**src/rtl/axi_lite_mem_arbiter_pkg.sv**
```systemverilog
// Shared types and constants for the AXI4-Lite memory arbiter.
package axi_arb_pkg;

  typedef logic [2:0] state_t;

  localparam state_t IDLE    = 3'd0;
  localparam state_t RD_ADDR = 3'd1;
  localparam state_t RD_DATA = 3'd2;
  localparam state_t WR_REQ  = 3'd3;
  localparam state_t WR_RESP = 3'd4;

  typedef enum logic {
    OWN_IFU = 1'b0,
    OWN_LSU = 1'b1
  } owner_t;

  localparam logic [2:0] PROT_INSN = 3'b100;
  localparam logic [2:0] PROT_DATA = 3'b000;

endpackage

```
**src/rtl/axi_lite_mem_arbiter.sv**
```systemverilog
// Two-master to one-slave AXI4-Lite arbiter: IFU (read-only) and LSU
// (read/write) share the memory port, one transaction in flight at a time.
//
// state   | meaning
// --------+-----------------------------------------------------------
// IDLE    | pick a requester; drain stray R/B responses
// RD_ADDR | mem_axi_arvalid high, waiting for arready
// RD_DATA | forward R channel to the owner, wait for R handshake
// WR_REQ  | awvalid/wvalid each held until their own handshake
// WR_RESP | forward B channel to the LSU, wait for B handshake
module axi_lite_mem_arbiter
  import axi_arb_pkg::*;
#(
  parameter int AW = 32,
  parameter int DW = 32
) (
  input  logic            clk,
  input  logic            rst,

  input  logic            ifu_axi_arvalid,
  input  logic            ifu_axi_rready,
  input  logic [AW-1:0]   ifu_axi_araddr,
  output logic            ifu_axi_arready,
  output logic            ifu_axi_rvalid,
  output logic [DW-1:0]   ifu_axi_rdata,

  input  logic            lsu_axi_arvalid,
  input  logic            lsu_axi_rready,
  input  logic [AW-1:0]   lsu_axi_araddr,
  input  logic [AW-1:0]   lsu_axi_awaddr,
  input  logic            lsu_axi_awvalid,
  input  logic            lsu_axi_wvalid,
  input  logic            lsu_axi_bready,
  input  logic [DW-1:0]   lsu_axi_wdata,
  input  logic [DW/8-1:0] lsu_axi_wstrb,
  output logic            lsu_axi_arready,
  output logic            lsu_axi_rvalid,
  output logic            lsu_axi_awready,
  output logic            lsu_axi_wready,
  output logic            lsu_axi_bvalid,
  output logic [DW-1:0]   lsu_axi_rdata,

  output logic            mem_axi_arvalid,
  output logic            mem_axi_awvalid,
  output logic            mem_axi_wvalid,
  output logic            mem_axi_rready,
  output logic            mem_axi_bready,
  output logic [AW-1:0]   mem_axi_araddr,
  output logic [AW-1:0]   mem_axi_awaddr,
  output logic [2:0]      mem_axi_arprot,
  output logic [2:0]      mem_axi_awprot,
  output logic [DW-1:0]   mem_axi_wdata,
  output logic [DW/8-1:0] mem_axi_wstrb,
  input  logic            mem_axi_arready,
  input  logic            mem_axi_awready,
  input  logic            mem_axi_wready,
  input  logic            mem_axi_rvalid,
  input  logic            mem_axi_bvalid,
  input  logic [DW-1:0]   mem_axi_rdata
);

  state_t          state;
  owner_t          owner;
  owner_t          rr_last;
  logic [AW-1:0]   ar_addr_q;
  logic [2:0]      ar_prot_q;
  logic [AW-1:0]   aw_addr_q;
  logic [DW-1:0]   w_data_q;
  logic [DW/8-1:0] w_strb_q;
  logic            arvalid_q;
  logic            awvalid_q;
  logic            wvalid_q;

  logic is_idle;
  logic grant_wr;
  logic grant_ifu;
  logic grant_lsu_rd;
  logic aw_fire;
  logic w_fire;
  logic aw_done;
  logic w_done;
  logic r_fire;
  logic b_fire;

  // Pick logic: a complete LSU write wins; reads round-robin when both ask.
  always_comb begin
    is_idle      = (state == IDLE);
    grant_wr     = lsu_axi_awvalid && lsu_axi_wvalid;
    grant_ifu    = !grant_wr && ifu_axi_arvalid &&
                   (!lsu_axi_arvalid || rr_last == OWN_LSU);
    grant_lsu_rd = !grant_wr && lsu_axi_arvalid &&
                   (!ifu_axi_arvalid || rr_last == OWN_IFU);
  end

  assign ifu_axi_arready = is_idle && grant_ifu;
  assign lsu_axi_arready = is_idle && grant_lsu_rd;
  assign lsu_axi_awready = is_idle && grant_wr;
  assign lsu_axi_wready  = is_idle && grant_wr;

  assign aw_fire = awvalid_q && mem_axi_awready;
  assign w_fire  = wvalid_q && mem_axi_wready;
  assign aw_done = !awvalid_q || aw_fire;
  assign w_done  = !wvalid_q || w_fire;
  assign r_fire  = mem_axi_rvalid && mem_axi_rready;
  assign b_fire  = mem_axi_bvalid && mem_axi_bready;

  // Response routing; IDLE accepts anything so orphaned responses are dropped.
  always_comb begin
    mem_axi_rready = 1'b0;
    mem_axi_bready = 1'b0;
    if (is_idle) begin
      mem_axi_rready = 1'b1;
      mem_axi_bready = 1'b1;
    end else if (state == RD_DATA) begin
      mem_axi_rready = (owner == OWN_IFU) ? ifu_axi_rready : lsu_axi_rready;
    end else if (state == WR_RESP) begin
      mem_axi_bready = lsu_axi_bready;
    end
  end

  assign ifu_axi_rvalid = (state == RD_DATA) && (owner == OWN_IFU) && mem_axi_rvalid;
  assign lsu_axi_rvalid = (state == RD_DATA) && (owner == OWN_LSU) && mem_axi_rvalid;
  assign ifu_axi_rdata  = mem_axi_rdata;
  assign lsu_axi_rdata  = mem_axi_rdata;
  assign lsu_axi_bvalid = (state == WR_RESP) && mem_axi_bvalid;

  assign mem_axi_arvalid = arvalid_q;
  assign mem_axi_awvalid = awvalid_q;
  assign mem_axi_wvalid  = wvalid_q;
  assign mem_axi_araddr  = ar_addr_q;
  assign mem_axi_arprot  = ar_prot_q;
  assign mem_axi_awaddr  = aw_addr_q;
  assign mem_axi_awprot  = PROT_DATA;
  assign mem_axi_wdata   = w_data_q;
  assign mem_axi_wstrb   = w_strb_q;

  // Transaction FSM; latched request fields hold until the next grant.
  always_ff @(posedge clk) begin
    if (rst) begin
      state     <= IDLE;
      owner     <= OWN_IFU;
      rr_last   <= OWN_LSU;
      ar_addr_q <= '0;
      ar_prot_q <= '0;
      aw_addr_q <= '0;
      w_data_q  <= '0;
      w_strb_q  <= '0;
      arvalid_q <= 1'b0;
      awvalid_q <= 1'b0;
      wvalid_q  <= 1'b0;
    end else begin
      case (state)
        IDLE: begin
          if (grant_wr) begin
            aw_addr_q <= lsu_axi_awaddr;
            w_data_q  <= lsu_axi_wdata;
            w_strb_q  <= lsu_axi_wstrb;
            awvalid_q <= 1'b1;
            wvalid_q  <= 1'b1;
            owner     <= OWN_LSU;
            state     <= WR_REQ;
          end else if (grant_ifu) begin
            ar_addr_q <= ifu_axi_araddr;
            ar_prot_q <= PROT_INSN;
            arvalid_q <= 1'b1;
            owner     <= OWN_IFU;
            rr_last   <= OWN_IFU;
            state     <= RD_ADDR;
          end else if (grant_lsu_rd) begin
            ar_addr_q <= lsu_axi_araddr;
            ar_prot_q <= PROT_DATA;
            arvalid_q <= 1'b1;
            owner     <= OWN_LSU;
            rr_last   <= OWN_LSU;
            state     <= RD_ADDR;
          end
        end
        RD_ADDR: begin
          if (mem_axi_arready) begin
            arvalid_q <= 1'b0;
            state     <= RD_DATA;
          end
        end
        RD_DATA: begin
          if (r_fire) state <= IDLE;
        end
        WR_REQ: begin
          if (aw_fire) awvalid_q <= 1'b0;
          if (w_fire)  wvalid_q  <= 1'b0;
          if (aw_done && w_done) state <= WR_RESP;
        end
        WR_RESP: begin
          if (b_fire) state <= IDLE;
        end
        default: state <= IDLE;
      endcase
    end
  end

endmodule

```
**config.mk**
```make
export PLATFORM = sky130hd
export DESIGN_NAME = axi_lite_mem_arbiter
export DESIGN_NICKNAME = d
export VERILOG_FILES = /design/src/rtl/axi_lite_mem_arbiter_pkg.sv /design/src/rtl/axi_lite_mem_arbiter.sv
export SDC_FILE = /design/constraint.sdc
export NUM_CORES = 1
export LEC_CHECK = 0
export ABC_AREA = 1
export BUFFER_PORTS_ARGS = -buffer_cell sky130_fd_sc_hd__buf_4
export CAP_MARGIN = 20
export CORE_AREA = 2 2 140 142
export DETAILED_ROUTE_END_ITERATION = 7
export DIE_AREA = 0 0 142 144
export MAX_ROUTING_LAYER = met4
export PLACE_DENSITY = 0.64
export SYNTH_ARGS = -nofsm -noshare
export SYNTH_HDL_FRONTEND = slang
export SYNTH_SLANG_ARGS = --single-unit
```
**constraint.sdc**
```tcl
create_clock -name clk -period 4.3 [get_ports clk]
set_clock_uncertainty 0.15 [all_clocks]
set_input_delay 0.215 -clock clk [delete_from_list [all_inputs] [get_ports clk]]
set_output_delay 0.215 -clock clk [all_outputs]
set_load 0.005 [all_outputs]
```
==> impl_summary.md <==
Worst setup path
The most critical setup path has its startpoint at state[1]$_SDFFE_PP0P_. The worst register-to-register path begins at state[1]$_SDFFE_PP0P_. The setup slack of the worst register-to-register path is 1810 ps. In this design, the stage delay of the slowest critical-path cell is 680 ps. The worst register-to-register path has a depth of 6. By startpoint and endpoint, the worst setup path is classified as flop to flop. Among cell families on the critical path, the largest total delay comes from simple AND/OR/NAND/NOR gates. The critical path goes through nor2_4 > nand2_4 > nor2_4 > nand2_1 > a31oi_1 > dlygate4sd3_1.

Together, buffers and inverters on the worst path number 1. The signal arrival time at the worst endpoint is 2640 ps. Data on the critical path is required at its endpoint by 4450 ps.

The most numerous cell type found on the critical path is nor2_4. The highest-delay cell along the critical path is nor2_4. The worst setup path is launched from a flop. In this run the critical register-to-register path is captured at mem_axi_araddr[8]$_SDFFE_PP0P_. STA classifies the critical path endpoint as a flop.

The highest fanout seen on the critical path is 34.

STA
The smallest hold slack is 15.2 ps. Derived from the worst setup path, the maximum achievable clock frequency is 402 MHz. Setup total negative slack on the finished layout was measured at 0 ps. Setup repair after global routing left no endpoint under its margin. The number of slew-limit violations in the final report is 0. The share of the cycle needed by the critical path after routing is 57.8%. The number of hold violations in the final report is 0. The clock period minus final worst setup slack is 2490 ps. Measured against its own limit, the worst slew margin works out to 40.5%. At the pin with the least slew margin, the transition time is 892 ps. Setup violations remaining at the end of the flow were counted as 0. The final critical-path setup slack is 1810 ps.

Place
The detailed placer's ending HPWL is 10500 um. Routability-driven placement finished with a final weighted congestion of 0.768. Input and output buffers added on the ports amount to 258. Prior to clock tree synthesis, the placed netlist has a worst setup slack of 2110 ps.

Finish
The total inserted antenna cells is 0. At the end of the flow the core is filled with cells to 41.2%. The fraction of final layout cells with drive strength greater than 1 is 30.9%. The synthesis-to-finish area growth is 67.3%. The number of nets in the layout is 1103.

Route
After detailed routing, the average wire length per cell comes to 14.2 um. The sum of routed wire length over all layers is 16600 um. The ratio of routed vias to standard cells is 4.37. The length of the first detailed-routing pass in iterations is 4.

The number of DRC markers in iteration 0 is 186. The number of vias in the routed layout is 5106. The count of nets left with antenna violations once routing finished came out at 0. The number of remaining DRC errors is 0.

Die
The height of the die is 144 um. The chip width is 142 um. The total area inside the core boundary comes to 0.0191 mm^2. The starting density of the core is 24.6%.

The overall die area is 0.0204 mm^2. 360 I/O pins were placed. In this run the core area contains 51 standard-cell rows.

Logic synthesis
After synthesis the cells add up to 0.00470 mm^2. The post-synthesis async set-or-reset flop share is 0%. Synthesis produced a netlist whose cell count is 624. The cell with the most instances after synthesis is nor2_1. The sequential fraction of the synthesis area is 46.5%. After synthesis the netlist holds a flip-flop and latch count of 109.

Averaged over all synthesized cells, the footprint is 7.53 um^2. The dominant synthesized flop cell is dfxtp_1. The total number of yosys warnings is 0. Yosys mapped the design onto 22 distinct sky130hd cell types. After synthesis, the cell types taking the most area are dfxtp_1, buf_4, nor2_1. The largest area contributor in the netlist is dfxtp_1. The area share of the leading cell type in the synthesized netlist is 46.5%. In this run, synthesis inferred 0 flip-flops with an integrated enable. Sorting the synthesized cells by how often they occur yields nor2_1, nand2_1, dfxtp_1, buf_4, o21ai_0.

Min path
The worst hold path endpoint is mem_axi_araddr[29]$_SDFFE_PP0P_. The worst hold path begins at lsu_axi_araddr[29]. The number of cells on the worst hold path is 3.

The worst min-delay path category is input port to flop.

CTS
The clock latency at the later pin of the worst-skew pair is 350 ps. The root buffer cell chosen for the clock tree is clkbuf_16. The CTS tree is done. In this run, CTS created clock tree buffers numbering 9. The clock drives 109 sinks. After clock tree synthesis, the clock-pin slew on the worst setup and hold paths is 80 ps.

The H-tree generated during clock tree synthesis spans 3 levels. The number of setup buffers added after CTS is 0. Counting along the longest clock path gives a buffer depth of 2.

Power
The worst-case IR drop observed on VDD is 238 uV. The static power due to leakage is 3.73 nW. The total power is 0.00344 W. The power per cell area is 437 mW/mm^2.

Global routing
The first global-routing pass estimated 24800 um of wire. The remaining global-route overflow is 0. The total global routing track utilization is 15.7%. The initial antenna violation count came to 0. The via count of the first global-routing pass was 5009. Entering global routing, the biggest net connects 74 pins.

Job
The tool flagged a number of max-cap violations equal to 0.

Run status
The run finished with clean final reports.
-- worst reg2reg max path, delay by kind of cell (launching register included) --
family          cells  cell delay (ps)
simple gates        4             1160
compound gates      1              210
flops               1              370
buf+inv             1              560
-- where the power goes --
group | internal, W | switching (W)
sequential | 0.00122 | 0.000125
clock | 0.000422 | 0.000443
combinational | 0.000629 | 0.000601
-- flip-flops by register name, summed over array words and instances, names as in the netlist --
signal,flops
mem_axi_awvalid,1
rr_last,1
owner,1
mem_axi_araddr,32
state,3
mem_axi_wstrb,4
mem_axi_awaddr,32
mem_axi_arprot,1
mem_axi_arvalid,1
mem_axi_wvalid,1
mem_axi_wdata,32
-- final cells by class --
class                      instances  area (um^2)
fill                            1844        11200
timing repair buffer             390         3250
sequential                       109         2180
multi-input combinational        406         1790
tap                              238          298
clock buffer                       9          225
clock inverter                     7         82.6
inverter                           9         33.8
-- placed cells by master, fill, tap and decap left out, drive strengths merged --
| cell | netlist | layout |
|---|---|---|
| a21oi | 9 | 9 |
| a31oi | 33 | 33 |
| and3 | 1 | 1 |
| buf | 93 | 261 |
| clkbuf | 11 | 9 |
| clkinv | 0 | 2 |
| clkinvlp | 0 | 1 |
| conb | 1 | 5 |
| dfxtp | 109 | 109 |
| dlygate4sd3 | 0 | 129 |
| inv | 9 | 13 |
| nand2 | 128 | 128 |
| nand3 | 11 | 11 |
| nor2 | 149 | 149 |
| o21ai | 70 | 70 |
-- cells by family (layout without fill, tap and decap cells) --
logic type,Yosys count,in the layout,share of synthesized area [%]
AO/OA/AOI/OAI,112,112,12.8
buffers and inverters,113,415,15.8
flip-flops,109,109,46.5
other,1,5,0.0798
AND/OR/NAND/NOR,289,289,24.9
-- through the flow --
stage,instances,cell area [um^2]
3_5_place_dp,1023,6260
3_3_place_gp,1023,6260
5_1_grt,1168,7860
4_1_cts,1168,7860
6_report,1168,7860
2_1_floorplan,628,4710
-- how the worst max path moves through the flow --
stage | end | cells after the start
final | mem_axi_araddr[8]$_SDFFE_PP0P_ | 6
after global routing | mem_axi_araddr[1]$_SDFFE_PP0P_ | 6
after CTS | mem_axi_araddr[22]$_SDFFE_PP0P_ | 6
after detailed placement | mem_axi_wdata[20]$_SDFFE_PP0P_ | 7
after global placement | mem_axi_wdata[20]$_SDFFE_PP0P_ | 7
after floorplan | mem_axi_awaddr[28]$_SDFFE_PP0P_ | 8
-- per-layer routing --
layer	routed length [um]	GRT usage (%)	vias to the layer above
met1	6730	17.3	2310
li1	-	-	2530
met5	0	-	-
met4	543	7.16	0
met2	8170	26.7	231
met3	1160	4.04	35
-- repair_timing --
| action | in CTS | in global routing |
|---|---|---|
| hold endpoints to repair | 102 | 0 |
| hold buffers | 129 | 0 |
| resized for setup | 0 | 0 |
Power figures use the tool's default switching activity.
